File: src/rtl/vga_pkg.sv
// Shared VGA constants, RGB222 colour type and the TinyVGA PMOD bit packing.
package vga_pkg;

  // 640x480@60 (25.175 MHz nominal) timing
  localparam int unsigned VGA_H_ACTIVE = 640;
  localparam int unsigned VGA_H_FP     = 16;
  localparam int unsigned VGA_H_SYNC   = 96;
  localparam int unsigned VGA_H_BP     = 48;
  localparam int unsigned VGA_V_ACTIVE = 480;
  localparam int unsigned VGA_V_FP     = 10;
  localparam int unsigned VGA_V_SYNC   = 2;
  localparam int unsigned VGA_V_BP     = 33;

  localparam int unsigned PMOD_R1 = 0;
  localparam int unsigned PMOD_G1 = 1;
  localparam int unsigned PMOD_B1 = 2;
  localparam int unsigned PMOD_VS = 3;
  localparam int unsigned PMOD_R0 = 4;
  localparam int unsigned PMOD_G0 = 5;
  localparam int unsigned PMOD_B0 = 6;
  localparam int unsigned PMOD_HS = 7;

  typedef struct packed {
    logic [1:0] r;
    logic [1:0] g;
    logic [1:0] b;
  } rgb222_t;

  // Sync levels are passed as final pin levels (polarity already applied).
  function automatic logic [7:0] pmod_pack(input logic hs, input logic vs, input rgb222_t c);
    logic [7:0] p;
    p          = '0;
    p[PMOD_HS] = hs;
    p[PMOD_VS] = vs;
    p[PMOD_R1] = c.r[1];
    p[PMOD_G1] = c.g[1];
    p[PMOD_B1] = c.b[1];
    p[PMOD_R0] = c.r[0];
    p[PMOD_G0] = c.g[0];
    p[PMOD_B0] = c.b[0];
    return p;
  endfunction

endpackage

File: src/rtl/vga_axis_counter.sv
// One VGA axis: position counter with active-region and sync-level decode.
module vga_axis_counter
  import vga_pkg::*;
#(
  parameter int unsigned ACTIVE = VGA_H_ACTIVE,
  parameter int unsigned FP     = VGA_H_FP,
  parameter int unsigned SYNC   = VGA_H_SYNC,
  parameter int unsigned BP     = VGA_H_BP,
  parameter bit          POL    = 1'b0,
  parameter int unsigned W      = 10
) (
  input  logic         clk,
  input  logic         rst,
  input  logic         step,
  output logic [W-1:0] count,
  output logic         in_active_c,
  output logic         sync_c,
  output logic         wrap_c
);

  localparam int unsigned TOTAL      = ACTIVE + FP + SYNC + BP;
  localparam int unsigned SYNC_START = ACTIVE + FP;
  localparam int unsigned SYNC_END   = ACTIVE + FP + SYNC;

  logic [W-1:0] count_q, count_d;
  logic [31:0]  count_wide;
  logic         sync_on;

  // Decode in 32 bits so a sync end equal to 2^W cannot truncate to zero.
  always_comb begin
    count_wide  = 32'(count_q);
    wrap_c      = step && (count_wide == TOTAL - 1);
    count_d     = count_q;
    if (step) begin
      count_d = wrap_c ? '0 : count_q + W'(1);
    end
    in_active_c = count_wide < ACTIVE;
    sync_on     = (count_wide >= SYNC_START) && (count_wide < SYNC_END);
    sync_c      = sync_on ? POL : ~POL;
  end

  always_ff @(posedge clk or posedge rst) begin
    if (rst) begin
      count_q <= '0;
    end else begin
      count_q <= count_d;
    end
  end

  assign count = count_q;

endmodule

File: src/rtl/vga_pmod_timing.sv
// Parametrised VGA timing generator with registered TinyVGA PMOD output stage.
module vga_pmod_timing
  import vga_pkg::*;
#(
  parameter int unsigned H_ACTIVE  = VGA_H_ACTIVE,
  parameter int unsigned H_FP      = VGA_H_FP,
  parameter int unsigned H_SYNC    = VGA_H_SYNC,
  parameter int unsigned H_BP      = VGA_H_BP,
  parameter int unsigned V_ACTIVE  = VGA_V_ACTIVE,
  parameter int unsigned V_FP      = VGA_V_FP,
  parameter int unsigned V_SYNC    = VGA_V_SYNC,
  parameter int unsigned V_BP      = VGA_V_BP,
  parameter bit          HSYNC_POL = 1'b0,
  parameter bit          VSYNC_POL = 1'b0,
  parameter int unsigned PIX_DIV   = 1,
  parameter int unsigned X_W       = 10,
  parameter int unsigned Y_W       = 10,
  parameter int unsigned FRAME_W   = 8
) (
  input  logic               clk,
  input  logic               rst,
  input  logic               en,
  input  logic [1:0]         pix_r,
  input  logic [1:0]         pix_g,
  input  logic [1:0]         pix_b,
  output logic [X_W-1:0]     x,
  output logic [Y_W-1:0]     y,
  output logic               active,
  output logic               line_start,
  output logic               frame_start,
  output logic [FRAME_W-1:0] frame,
  output logic [7:0]         vga_pmod
);

  localparam int unsigned H_TOTAL = H_ACTIVE + H_FP + H_SYNC + H_BP;
  localparam int unsigned V_TOTAL = V_ACTIVE + V_FP + V_SYNC + V_BP;
  localparam int unsigned DIV_W   = (PIX_DIV > 1) ? $clog2(PIX_DIV) : 1;
  localparam rgb222_t     BLACK   = '0;
  localparam logic [7:0]  PMOD_IDLE = pmod_pack(~HSYNC_POL, ~VSYNC_POL, BLACK);

  if (PIX_DIV < 1) begin : g_bad_div
    $error("vga_pmod_timing: PIX_DIV must be >= 1");
  end
  if ((64'd1 << X_W) < 64'(H_TOTAL)) begin : g_bad_xw
    $error("vga_pmod_timing: X_W too narrow for H_TOTAL");
  end
  if ((64'd1 << Y_W) < 64'(V_TOTAL)) begin : g_bad_yw
    $error("vga_pmod_timing: Y_W too narrow for V_TOTAL");
  end

  logic [DIV_W-1:0]   div_q, div_d;
  logic [FRAME_W-1:0] frame_q, frame_d;
  logic [7:0]         pmod_q, pmod_d;
  logic               tick_c;
  logic               h_active_c, h_sync_c, h_wrap_c;
  logic               v_active_c, v_sync_c, v_wrap_c;
  logic [X_W-1:0]     hcount;
  logic [Y_W-1:0]     vcount;
  rgb222_t            colour_c;

  // Pixel-clock divider; holds its phase while disabled.
  always_comb begin
    tick_c = en && (div_q == DIV_W'(PIX_DIV - 1));
    div_d  = div_q;
    if (en) begin
      div_d = tick_c ? '0 : div_q + DIV_W'(1);
    end
  end

  vga_axis_counter #(
    .ACTIVE(H_ACTIVE), .FP(H_FP), .SYNC(H_SYNC), .BP(H_BP),
    .POL(HSYNC_POL), .W(X_W)
  ) u_h (
    .clk        (clk),
    .rst        (rst),
    .step       (tick_c),
    .count      (hcount),
    .in_active_c(h_active_c),
    .sync_c     (h_sync_c),
    .wrap_c     (h_wrap_c)
  );

  vga_axis_counter #(
    .ACTIVE(V_ACTIVE), .FP(V_FP), .SYNC(V_SYNC), .BP(V_BP),
    .POL(VSYNC_POL), .W(Y_W)
  ) u_v (
    .clk        (clk),
    .rst        (rst),
    .step       (h_wrap_c),
    .count      (vcount),
    .in_active_c(v_active_c),
    .sync_c     (v_sync_c),
    .wrap_c     (v_wrap_c)
  );

  // Frame counter and PMOD stage; output falls back to idle whenever disabled.
  always_comb begin
    frame_d  = frame_q;
    pmod_d   = pmod_q;
    colour_c = BLACK;
    if (h_active_c && v_active_c) begin
      colour_c = '{r: pix_r, g: pix_g, b: pix_b};
    end
    if (v_wrap_c) begin
      frame_d = frame_q + FRAME_W'(1);
    end
    if (!en) begin
      pmod_d = PMOD_IDLE;
    end else if (tick_c) begin
      pmod_d = pmod_pack(h_sync_c, v_sync_c, colour_c);
    end
  end

  always_ff @(posedge clk or posedge rst) begin
    if (rst) begin
      div_q   <= '0;
      frame_q <= '0;
      pmod_q  <= PMOD_IDLE;
    end else begin
      div_q   <= div_d;
      frame_q <= frame_d;
      pmod_q  <= pmod_d;
    end
  end

  assign x           = hcount;
  assign y           = vcount;
  assign active      = h_active_c && v_active_c;
  assign line_start  = en && (div_q == '0) && (hcount == '0);
  assign frame_start = line_start && (vcount == '0);
  assign frame       = frame_q;
  assign vga_pmod    = pmod_q;

endmodule

File: config.mk
export PLATFORM = sky130hd
export DESIGN_NAME = vga_pmod_timing
export DESIGN_NICKNAME = d
export VERILOG_FILES = /design/src/rtl/vga_pkg.sv /design/src/rtl/vga_axis_counter.sv /design/src/rtl/vga_pmod_timing.sv
export SDC_FILE = /design/constraint.sdc
export NUM_CORES = 1
export LEC_CHECK = 0
export BUFFER_PORTS_ARGS = -buffer_cell sky130_fd_sc_hd__buf_2
export CAP_MARGIN = 20
export CORE_AREA = 2 2 64 66
export CTS_CLUSTER_DIAMETER = 200
export DETAILED_ROUTE_END_ITERATION = 8
export DIE_AREA = 0 0 66 68
export PLACE_DENSITY = 0.76
export SYNTH_ARGS = -nofsm -noshare
export SYNTH_HDL_FRONTEND = slang
export SYNTH_SLANG_ARGS = --single-unit
export TNS_END_PERCENT = 20
File: constraint.sdc
create_clock -name clk -period 2.1 [get_ports clk]
set_input_delay 0.315 -clock clk [delete_from_list [all_inputs] [get_ports clk]]
set_output_delay 0.315 -clock clk [all_outputs]
set_load 0.02 [all_outputs]
==> impl_metrics.py <==
metrics = {
    "run_status": {
        "status": "finished, final reports clean",
    },
    "logic_synthesis": {
        "synth_seq_area_share_pct": 49.4,
        "ys_async_sr_fraction_pct": 100,
        "ys_ff_latch": 37,
        "syn-cell-area_um2": 1880,
        "synth_edf_count": 0,
        "netlist_instances": 180,
        "yosysWarnings": 0,
        "syn_area_per_cell_um2": 10.4,
        "synth_cell_types": 40,
        "ys.flop_type": "dfrtp_1",
        "syn_nets": 194,
    },
    "detailed_routing": {
        "routed_wl_um": 3940,
        "ant_nets": 0,
        "initialDrtViolationCount": 31,
        "num_vias": 1500,
        "drc": 0,
        "vias_per_cell": 5.23,
        "drtPass1Iterations": 4,
        "wire_per_inst_um": 13.7,
    },
    "final_layout": {
        "layout-drive-gt1-share_pct": 31.2,
        "final_common_cell": "buf_2",
        "fin_nets": 250,
        "fin_area_um2": 2300,
        "fill_cells": 336,
        "area_delta_synth_final_pct": 22.4,
        "num_antenna_cells": 0,
        "most-common-layout-cells": "46 x buf_2, 35 x dfrtp_1, 15 x nand2_1, 12 x nor2_1, 12 x xor2_1",
    },
    "global_route": {
        "grt_pass1_wl_um": 6380,
        "first_global_vias": 1411,
        "antenna_found_initial": 0,
        "grt_overflow": 0,
        "grt_max_degree": 38,
        "grt_usage_pct": 18.7,
    },
    "worst_setup_path": {
        "cp_max_fo": 4,
        "cp-start-kind": "register",
        "critPathRequiredTime_ps": 1780,
        "reg2reg_to": "u_v.count[4]",
        "path_class": "reg -> out",
        "crit_chain": "inv_2 > ha_1 > nor4b_2 > and4_1 > and4_1 > buf_4",
        "crit_top_cell": "and4_1",
        "endpoint": "frame_start",
        "crit_start": "u_h.count[0]",
        "r2r_slack_ps": 300,
        "end_kind": "primary output",
        "r2r_start": "div_q",
        "cp.arrival_ps": 1680,
        "slowest_stage": "dfrtp_1",
        "r2r_cells": 4,
        "cpPeakStageDelay_ps": 420,
    },
    "timing": {
        "grt_setup_unrepaired": "no",
        "finalHoldViolCount": 0,
        "setup_tns_ps": 0,
        "fmaxAchievable_mhz": 502,
        "setup_viol_count_final": 0,
        "period_needed_ps": 1990,
        "slew_headroom_pct": 56.0,
        "finalClockSkew_ps": 6.05,
        "worst_pin_slew_ps": 656,
        "drv_slew": 0,
        "min_period_over_period_pct": 94.9,
    },
    "pwr": {
        "power_leakage_uw": 0.00120,
        "switching_share_pct": 29.9,
        "p_seq_share_pct": 51.7,
        "pwr-share-clk_pct": 30.8,
        "powerDensity_nw_per_um2": 704,
        "comb_power_share_pct": 17.5,
        "ir_drop_v": 0.000430,
        "p_int_uw": 1140,
        "p_switching_uw": 484,
    },
    "floorplan": {
        "ios": 48,
        "start_util_pct": 48.8,
        "die_w_um": 66,
        "dieArea_um2": 4490,
        "core_um2": 3860,
        "die_h_um": 68,
        "num_rows": 23,
    },
    "job": {
        "maxCapViolCount": 0,
    },
    "clock_network": {
        "clock_latency_ps": 280,
        "clk_path_buf_depth": 2,
        "cts_tree": "yes",
        "cts_buffers": 5,
        "cts_hold_buffers": 0,
        "path_clk_slew_ps": 70,
        "clkSinkCount": 37,
        "cts-root-buf": "clkbuf_8",
        "h-tree-depth": 2,
    },
    "place": {
        "placed_cell_area_um2": 2200,
        "place_hpwl_um": 2820,
        "numPortBuffers": 47,
        "gp_congestion": 0.858,
    },
    "min_path": {
        "hold_path.class": "in -> async",
    },
}
-- routing by layer --
layer / GRT usage [%] / vias to the layer above / wire [um]
li1: - / 748 / -
met1: 24.5 / 704 / 1780
met2: 30.8 / 46 / 1910
met3: 4.93 / 2 / 216
met4: 5.36 / 0 / 33
met5: 0 / - / 0
-- how the worst min path moves through the flow --
stage	slack [ps]	to	start
6_report	130	u_h.count[9]	rst
5_1_grt	210	u_v.count[8]	rst
4_1_cts	150	frame[7]	rst
3_5_place_dp	450	u_v.count[4]	rst
3_3_place_gp	450	u_v.count[7]	rst
2_1_floorplan	380	div_q	en
-- state kept, by name, indices dropped and copies added, names as in the netlist --
name and count:
u_v.count 10, vga_pmod 8, frame 8, div_q 1
u_h.count 10
-- Yosys cell counts (2+ instances only) --
library cell / number / share of area [%]
buf_2: 2 / 0.53
inv_1: 11 / 2.2
dfrtp_1: 35 / 47
o21ai_0: 9 / 2.4
dfstp_2: 2 / 2.8
nand4_1: 5 / 1.7
ha_1: 5 / 3.3
nor3_1: 9 / 2.4
xnor2_1: 5 / 2.3
nand3_1: 9 / 2.4
or3_1: 4 / 1.3
xor2_1: 12 / 5.6
nand2_1: 15 / 3.0
nor2_1: 12 / 2.4
a22o_1: 6 / 2.8
a21oi_1: 5 / 1.3
nor2b_1: 2 / 0.67
and2_1: 3 / 1.0
nor4_2: 4 / 2.7
and4_1: 2 / 0.93
and3_1: 3 / 1.0
nand2b_1: 2 / 0.67
-- critical path: cells and delay by family (launching register included) --
| family | cells | cell delay [ps] |
|---|---|---|
| flops | 1 | 420 |
| fa+ha+maj | 1 | 140 |
| buf+inv | 2 | 230 |
| simple gates | 3 | 620 |
-- per-stage QoR --
step	utilization [%]	power (uW)	setup slack (ps)	cells	hold WS, ps
after floorplan	-	1030	170	180	381
after global placement	57.1	1120	332	279	445
after detailed placement	57.1	1130	316	279	452
after CTS	59.5	1630	2.42	287	149
after global routing	59.7	1710	4.78	287	213
final	59.7	1620	106	287	133
-- power groups by stage --
stage | clock (uW) | sequential [uW] | combinational [uW]
2_1_floorplan | 0 | 895 | 131
3_3_place_gp | 0 | 844 | 277
3_5_place_dp | 0 | 846 | 282
4_1_cts | 512 | 833 | 286
5_1_grt | 544 | 846 | 318
6_report | 498 | 837 | 284
-- repair_timing --
action | 4_1_cts | 5_1_grt
resized for setup | 1 | 2
buffers inserted | 0 | 0
endpoints found under the setup margin | 1 | 1
pin swaps | 0 | 1
-- kinds of logic (layout without fill, tap and decap cells) --
logic type      count (synthesis)  after routing  synth area share (%)
compound gates                 24             24                  8.18
xor+xnor                       17             17                  7.92
fa+ha+maj                       5              5                  3.33
buf+inv                        16             73                  3.73
flops                          37             37                  49.4
mux                             2              2                  1.13
simple gates                   79             79                  26.3
-- cell type report --
class	count	area, um2	share of cell area, %
Timing Repair Buffer	54	290	12.6
Sequential cell	37	928	40.3
Multi-Input combinational cell	127	888	38.6
Inverter	11	41.3	1.79
Tap cell	50	62.6	2.72
Clock buffer	8	90.1	3.92
(Power assumes the default switching activity.)
